$ cat config.mk
export PLATFORM = sky130hd
export DESIGN_NAME = uxn_screen_cmd_encoder
export DESIGN_NICKNAME = d
export VERILOG_FILES = /design/src/rtl/uxn_screen_cmd_encoder.sv
export SDC_FILE = /design/constraint.sdc
export NUM_CORES = 1
export LEC_CHECK = 0
export ABC_AREA = 1
export BUFFER_PORTS_ARGS = -buffer_cell sky130_fd_sc_hd__clkbuf_2
export CAP_MARGIN = 20
export CORE_MARGIN = 1
export CORE_UTILIZATION = 55
export CTS_CLUSTER_SIZE = 24
export DETAILED_ROUTE_END_ITERATION = 16
export PLACE_DENSITY = 0.75
export SLEW_MARGIN = 40
export SYNTH_ARGS = -nofsm -noshare
export SYNTH_HDL_FRONTEND = slang
export SYNTH_SLANG_ARGS = --single-unit
$ cat constraint.sdc
create_clock -name clk -period 2.82 [get_ports clk]
set_input_delay 0.564 -clock clk [delete_from_list [all_inputs] [get_ports clk]]
set_output_delay 0.564 -clock clk [all_outputs]
set_load 0.05 [all_outputs]
$ cat src/rtl/uxn_screen_cmd_encoder.sv
// ---------------------------------------------------------------------------
// uxn_screen_cmd_encoder
//
// Turns Varvara screen-device port writes from the Uxn CPU into 24-bit
// draw-queue words. This block owns the screen x/y/addr/auto registers.
// A pixel write produces at most one queue word. A sprite write produces
// two words (W0, W1) for each sprite of an auto-length run.
//
// Ports
//   clk         system clock
//   reset_n     asynchronous active-low reset
//   dev_we      device port write strobe (one cycle per byte)
//   dev_port    port low nibble: 6 auto, 8/9 x hi/lo, A/B y hi/lo,
//               C/D addr hi/lo, E pixel, F sprite; other values ignored
//   dev_wdata   write byte
//   x_out       current x register
//   y_out       current y register
//   addr_out    current sprite address register
//   busy        high while a sprite run expands; writes are ignored
//   queue_we    one-cycle write strobe into the draw queue
//   queue_data  queue word
// ---------------------------------------------------------------------------
module uxn_screen_cmd_encoder #(
   parameter int SCREEN_W = 320,
   parameter int SCREEN_H = 288
) (
   input  logic        clk,
   input  logic        reset_n,
   input  logic        dev_we,
   input  logic [3:0]  dev_port,
   input  logic [7:0]  dev_wdata,
   output logic [15:0] x_out,
   output logic [15:0] y_out,
   output logic [15:0] addr_out,
   output logic        busy,
   output logic        queue_we,
   output logic [23:0] queue_data
);

   localparam logic [15:0] W16   = 16'(SCREEN_W);
   localparam logic [15:0] H16   = 16'(SCREEN_H);
   localparam logic [15:0] X_MAX = 16'(SCREEN_W - 1);
   localparam logic [15:0] Y_MAX = 16'(SCREEN_H - 1);

   typedef enum logic [1:0] {S_IDLE, S_W0, S_W1} state_t;

   state_t      state_q;
   logic [15:0] x_q, y_q, addr_q;
   logic [3:0]  auto_len_q;     // auto[7:4]
   logic [2:0]  auto_mode_q;    // auto[2:0]: addr step, y step, x step
   logic [7:0]  spr_ctl_q;      // latched sprite byte
   logic [15:0] spr_x_q, spr_y_q;
   logic [3:0]  spr_idx_q;
   logic        busy_q;
   logic        queue_we_q;
   logic [23:0] queue_data_q;

   // ---------------------------------------------------------------------
   // Helpers
   // ---------------------------------------------------------------------
   function automatic logic on_screen(input logic [15:0] px, input logic [15:0] py);
      return (px < W16) && (py < H16);
   endfunction

   function automatic logic [23:0] sprite_w0(input logic [7:0] ctl,
                                             input logic [8:0] px,
                                             input logic [8:0] py);
      return {ctl[6], ctl[1:0], 1'b0, 1'b1, ctl[7], px, py};
   endfunction

   function automatic logic [23:0] sprite_w1(input logic [7:0] ctl,
                                             input logic [15:0] a);
      return {4'b0000, ctl[5], ctl[4], ctl[3:2], a};
   endfunction

   // ---------------------------------------------------------------------
   // Pixel command decode (valid while dev_wdata carries a port E byte)
   // ---------------------------------------------------------------------
   logic        pix_fill, pix_layer, pix_fy, pix_fx;
   logic [1:0]  pix_color;
   logic        x_on, y_on;
   logic [15:0] fill_x, fill_y;
   logic        fill_ok, dot_ok;
   logic [23:0] fill_word, dot_raw, dot_word;

   assign pix_fill  = dev_wdata[7];
   assign pix_layer = dev_wdata[6];
   assign pix_fy    = dev_wdata[5];
   assign pix_fx    = dev_wdata[4];
   assign pix_color = dev_wdata[1:0];

   assign x_on = (x_q < W16);
   assign y_on = (y_q < H16);

   // A fill whose origin is past the edge starts at the last row/column when
   // it extends back towards the screen; otherwise it has nothing to cover.
   assign fill_x    = (!x_on && pix_fx) ? X_MAX : x_q;
   assign fill_y    = (!y_on && pix_fy) ? Y_MAX : y_q;
   assign fill_ok   = (x_on || pix_fx) && (y_on || pix_fy);
   assign fill_word = {pix_layer, pix_color, 1'b1, pix_fy, pix_fx, fill_x[8:0], fill_y[8:0]};

   // An all-zero word means "empty" to the queue, so a background colour-0
   // dot at (0,0) is sent as the equivalent 1x1 fill.
   assign dot_ok   = x_on && y_on;
   assign dot_raw  = {pix_layer, pix_color, 3'b000, x_q[8:0], y_q[8:0]};
   assign dot_word = (dot_raw == 24'h0) ? 24'h1C0000 : dot_raw;

   // ---------------------------------------------------------------------
   // Sprite run stepping
   // ---------------------------------------------------------------------
   logic [15:0] step_x, step_y, addr_step;
   logic [15:0] nxt_x, nxt_y;
   logic        last_sprite;

   assign step_x    = auto_mode_q[0] ? (spr_ctl_q[4] ? 16'hFFF8 : 16'h0008) : 16'h0000;
   assign step_y    = auto_mode_q[1] ? (spr_ctl_q[5] ? 16'hFFF8 : 16'h0008) : 16'h0000;
   assign addr_step = auto_mode_q[2] ? (spr_ctl_q[7] ? 16'h0010 : 16'h0008) : 16'h0000;

   // Auto-x stacks the run downwards and auto-y stacks it across, so the
   // per-sprite offsets are swapped relative to the final x/y update.
   assign nxt_x       = spr_x_q + step_y;
   assign nxt_y       = spr_y_q + step_x;
   assign last_sprite = (spr_idx_q >= auto_len_q);

   // ---------------------------------------------------------------------
   // Main state machine and register file
   // ---------------------------------------------------------------------
   always_ff @(posedge clk or negedge reset_n) begin
      if (!reset_n) begin
         state_q      <= S_IDLE;
         x_q          <= 16'h0;
         y_q          <= 16'h0;
         addr_q       <= 16'h0;
         auto_len_q   <= 4'h0;
         auto_mode_q  <= 3'h0;
         spr_ctl_q    <= 8'h0;
         spr_x_q      <= 16'h0;
         spr_y_q      <= 16'h0;
         spr_idx_q    <= 4'h0;
         busy_q       <= 1'b0;
         queue_we_q   <= 1'b0;
         queue_data_q <= 24'h0;
      end else begin
         queue_we_q <= 1'b0;
         case (state_q)
            S_IDLE: begin
               if (dev_we) begin
                  case (dev_port)
                     4'h6: begin
                        auto_len_q  <= dev_wdata[7:4];
                        auto_mode_q <= dev_wdata[2:0];
                     end
                     4'h8: x_q[15:8]    <= dev_wdata;
                     4'h9: x_q[7:0]     <= dev_wdata;
                     4'hA: y_q[15:8]    <= dev_wdata;
                     4'hB: y_q[7:0]     <= dev_wdata;
                     4'hC: addr_q[15:8] <= dev_wdata;
                     4'hD: addr_q[7:0]  <= dev_wdata;
                     4'hE: begin
                        if (pix_fill) begin
                           queue_we_q   <= fill_ok;
                           queue_data_q <= fill_word;
                        end else begin
                           queue_we_q   <= dot_ok;
                           queue_data_q <= dot_word;
                           // Auto-advance happens whether or not the dot was visible.
                           x_q <= x_q + {15'h0, auto_mode_q[0]};
                           y_q <= y_q + {15'h0, auto_mode_q[1]};
                        end
                     end
                     4'hF: begin
                        // Word 0 of sprite 0 goes out together with busy rising.
                        spr_ctl_q    <= dev_wdata;
                        spr_x_q      <= x_q;
                        spr_y_q      <= y_q;
                        spr_idx_q    <= 4'h0;
                        queue_we_q   <= on_screen(x_q, y_q);
                        queue_data_q <= sprite_w0(dev_wdata, x_q[8:0], y_q[8:0]);
                        busy_q       <= 1'b1;
                        state_q      <= S_W0;
                     end
                     default: ;
                  endcase
               end
            end

            S_W0: begin
               queue_we_q   <= on_screen(spr_x_q, spr_y_q);
               queue_data_q <= sprite_w1(spr_ctl_q, addr_q);
               state_q      <= S_W1;
            end

            S_W1: begin
               addr_q <= addr_q + addr_step;
               if (!last_sprite) begin
                  spr_idx_q    <= spr_idx_q + 4'h1;
                  spr_x_q      <= nxt_x;
                  spr_y_q      <= nxt_y;
                  queue_we_q   <= on_screen(nxt_x, nxt_y);
                  queue_data_q <= sprite_w0(spr_ctl_q, nxt_x[8:0], nxt_y[8:0]);
                  state_q      <= S_W0;
               end else begin
                  x_q     <= x_q + step_x;
                  y_q     <= y_q + step_y;
                  busy_q  <= 1'b0;
                  state_q <= S_IDLE;
               end
            end

            default: begin
               busy_q  <= 1'b0;
               state_q <= S_IDLE;
            end
         endcase
      end
   end

   assign x_out      = x_q;
   assign y_out      = y_q;
   assign addr_out   = addr_q;
   assign busy       = busy_q;
   assign queue_we   = queue_we_q;
   assign queue_data = queue_data_q;

endmodule
==> flow_summary_export.csv <==
group,metric,value,unit
clock_network,holdBufCountCts,0,
clock_network,ctsRootBufferMaster,"clkbuf_16",
run_status,status,"finished, final reports clean",
clock_network,clockBufferDepth,2,
synthesis,ys_ff_latch,127,
worst_setup_path,path_common_cell,"nand2_1",
worst_setup_path,crit_required,3190,ps
pwr,power.switching,8500,uW
pwr,ir_drop,1.05,mV
pwr,p_int,6160,uW
worst_setup_path,critical_path_class,"reg -> reg",
synthesis,synth_area_leader_cell,"dfrtp_1",
pwr,clockPowerShare,15.0,%
clock_network,clk_latency,440,ps
global_routing,grt_pass1_wl,54.2,mm
sta,max_slew_margin,52.0,%
worst_setup_path,end_kind,"flop",
worst_hold_path,hold_path.class,"in -> async",
floorplanning,die_width,136,um
clock_network,clock_sinks,127,
global_routing,track_usage,38.8,%
drt,routed-via-count,10625,
floorplanning,rows,48,
sta,min_period_over_period,91.8,%
final_layout,diodes,0,
pwr,p_per_area,1320,mW/mm^2
global_routing,gr-total-overflow,0,
drt,wl_per_cell,19.5,um
sta,drv_slew,0,
worst_setup_path,critPathTopFamily,"simple AND/OR/NAND/NOR gates",
synthesis,yosysSeqAreaShare,32.0,%
synthesis,synth_area_leaders,"dfrtp_1 32%, nand2_1 15%, inv_1 6.6%, o21ai_0 6.5%, nor2_1 4.5%",
sta,period_needed,2590,ps
final_layout,layout.nets,1594,
global_routing,first_global_vias,9707,
global_routing,antenna_found_initial,0,
sta,setup_violations,0,
place,hpwl,26.1,mm
drt,postRouteWirelength,34.9,mm
place,dp_slack,129,ps
drt,drtPass1Iterations,6,
final_layout,final_common_cell,"nand2_1",
synthesis,yosysWarnings,0,
pwr,pwr-share-seq,26.5,%
floorplanning,die_y,136,um
drt,via_per_inst,5.93,
synthesis,synthFlopType,"dfrtp_1",
worst_setup_path,crit_chain,"buf_4, nand3_1, nand2_1, inv_1, ha_1, inv_1, nand2_2, nand3_2, nand2_1, nand2_1, nand2_2, nand2_1, nand3_1, nand2_1, nand2_1, nor2_1, nand3_1, a21oi_2",
worst_setup_path,crit_path_top_delay_cell,"dfrtp_1",
clock_network,cts_max_level,4,
flow_run,drv_cap,0,
synthesis,syn_nets,1518,
global_routing,grt_max_degree,60,
place,port_buffers,88,
synthesis,synth_area,0.00994,mm^2
sta,worstMarginPinSlew,720,ps
clock_network,tritoncts,"done",
final_layout,stdcell_count,1791,
final_layout,drive_gt1_share,13.7,%
floorplanning,coreArea,0.0175,mm^2
drt,drtAntennaViolNets,0,
drt,drcViolationCount,0,
pwr,combPwrFrac,58.4,%
sta,rsz0062_at_grt,"no",
synthesis,avgSynthCellArea,6.73,um^2
place,place.gp.congestion,1.06,
final_layout,layout_common_cells,"410 x nand2_1, 175 x inv_1, 129 x o21ai_0",
worst_setup_path,cp_num_buf_inv,3,
floorplanning,die_area,0.0186,mm^2
sta,setup_tns,0,ps
clock_network,cts_buffers,17,
sta,hold_ws,96.3,ps
synthesis,ys_async_sr_fraction,100,%
pwr,swShare,58.0,%
synthesis,netlist_instances,1477,
worst_setup_path,slowest_delay,560,ps
floorplanning,ios,89,
final_layout,fin_util,63.7,%
worst_setup_path,crit_fanout,10,
sta,fin_skew,12.5,ps
synthesis,synth_edf_count,0,
sta,setup_ws,231,ps
floorplanning,start_util,56.9,%
synthesis,yosys.area.top_type_share,32.0,%
sta,fmax,386,MHz
worst_setup_path,arrival,2950,ps
synthesis,synth_cell_types,63,
pwr,p_leak,0.00572,uW
worst_setup_path,worstSetupStartpointType,"flop",
final_layout,area_growth,12.0,%
clock_network,path_clk_slew,70,ps
drt,first_iter_violations,1003,
sta,hold_viol,0,
place,place_inst,1759,
## flip-flops by register name, summed over array words and instances (netlist names), 2 cells and up
| signal | flops |
|---|---|
| spr_y_q | 16 |
| state_q | 2 |
| auto_len_q | 4 |
| x_out | 16 |
| y_out | 16 |
| queue_data | 24 |
| addr_out | 16 |
| spr_ctl_q | 8 |
| auto_mode_q | 3 |
| spr_idx_q | 4 |
| spr_x_q | 16 |
## path summary, 6_finish.rpt
check | startpoint | endpoint | slack, ps | cells past startpoint
worst min-delay path | reset_n | addr_out[13]$_DFFE_PN0P_ | 100 | 1
worst max register to register | auto_mode_q[0]$_DFFE_PN0P_ | queue_we$_DFF_PN0_ | 230 | 18
worst max-delay path | auto_mode_q[0]$_DFFE_PN0P_ | queue_we$_DFF_PN0_ | 230 | 18
max in group asynchronous | reset_n | auto_mode_q[1]$_DFFE_PN0P_ | 1940 | 2
min in group clk | dev_wdata[1] | queue_data[22]$_DFFE_PN0P_ | 380 | 3
worst min register to register | auto_len_q[3]$_DFFE_PN0P_ | auto_len_q[3]$_DFFE_PN0P_ | 490 | 2
## cell families (layout without fill, tap and decap cells)
family | Yosys count | count (layout) | share of synthesized area (%)
simple gates | 706 | 706 | 30.7
compound gates | 329 | 329 | 19.3
buf+inv | 243 | 332 | 10.3
flops | 127 | 127 | 32.0
xor+xnor | 44 | 44 | 4.22
fa+ha+maj | 26 | 26 | 3.35
mux | 2 | 2 | 0.201
## cells in the mapped netlist, types with 7 or more instances
cell / n
nor3_1: 15
xor2_1: 31
buf_6: 7
o211ai_1: 8
o22ai_1: 15
xnor2_1: 10
nor2_1: 119
dfrtp_1: 127
nor2_2: 8
a22oi_1: 23
inv_1: 175
buf_2: 11
inv_2: 15
a31oi_1: 20
o21ai_0: 129
nand4_1: 23
nand2_1: 410
nand2_2: 21
nand3_1: 85
o221ai_1: 7
ha_1: 25
clkbuf_1: 27
a21oi_1: 80
o21ai_1: 17
## metal layers
| metal | track usage (%) | routed length, um | up-vias | share of wire, % |
|---|---|---|---|---|
| li1 | - | - | 5036 | - |
| met1 | 51.5 | 14500 | 4881 | 42 |
| met2 | 61.2 | 15700 | 606 | 45 |
| met3 | 8.09 | 3350 | 102 | 9.6 |
| met4 | 16.3 | 1290 | 0 | 3.7 |
| met5 | 0 | 0 | - | 0 |
## metrics by stage
step                area, um^2  total power, uW
finish                   11100            14700
global placement         10500            12200
global route             11100            15600
floorplan                 9940             9890
CTS                      11100            14500
detailed placement       10500            12300
## area by class of cell
type                            instances  area [um^2]
Clock inverter                         14          138
Timing Repair Buffer                  109          617
Sequential cell                       127         3180
Clock buffer                           18          439
Inverter                              191          719
Fill cell                            1664         6350
Tap cell                              225          282
Multi-Input combinational cell       1107         5750
## timing repair
action                     in CTS  in global routing
setup endpoints to repair       0                  8
buffers inserted                0                  0
resized for setup               0                  3
## power groups by stage
stage | combinational [uW] | clock (uW) | sequential, uW
floorplan | 4810 | 0 | 5080
global placement | 8370 | 0 | 3850
detailed placement | 8410 | 0 | 3860
CTS | 8470 | 2220 | 3840
global route | 9360 | 2300 | 3970
finish | 8570 | 2210 | 3890
Note: power is estimated with default switching activity, not from simulation.
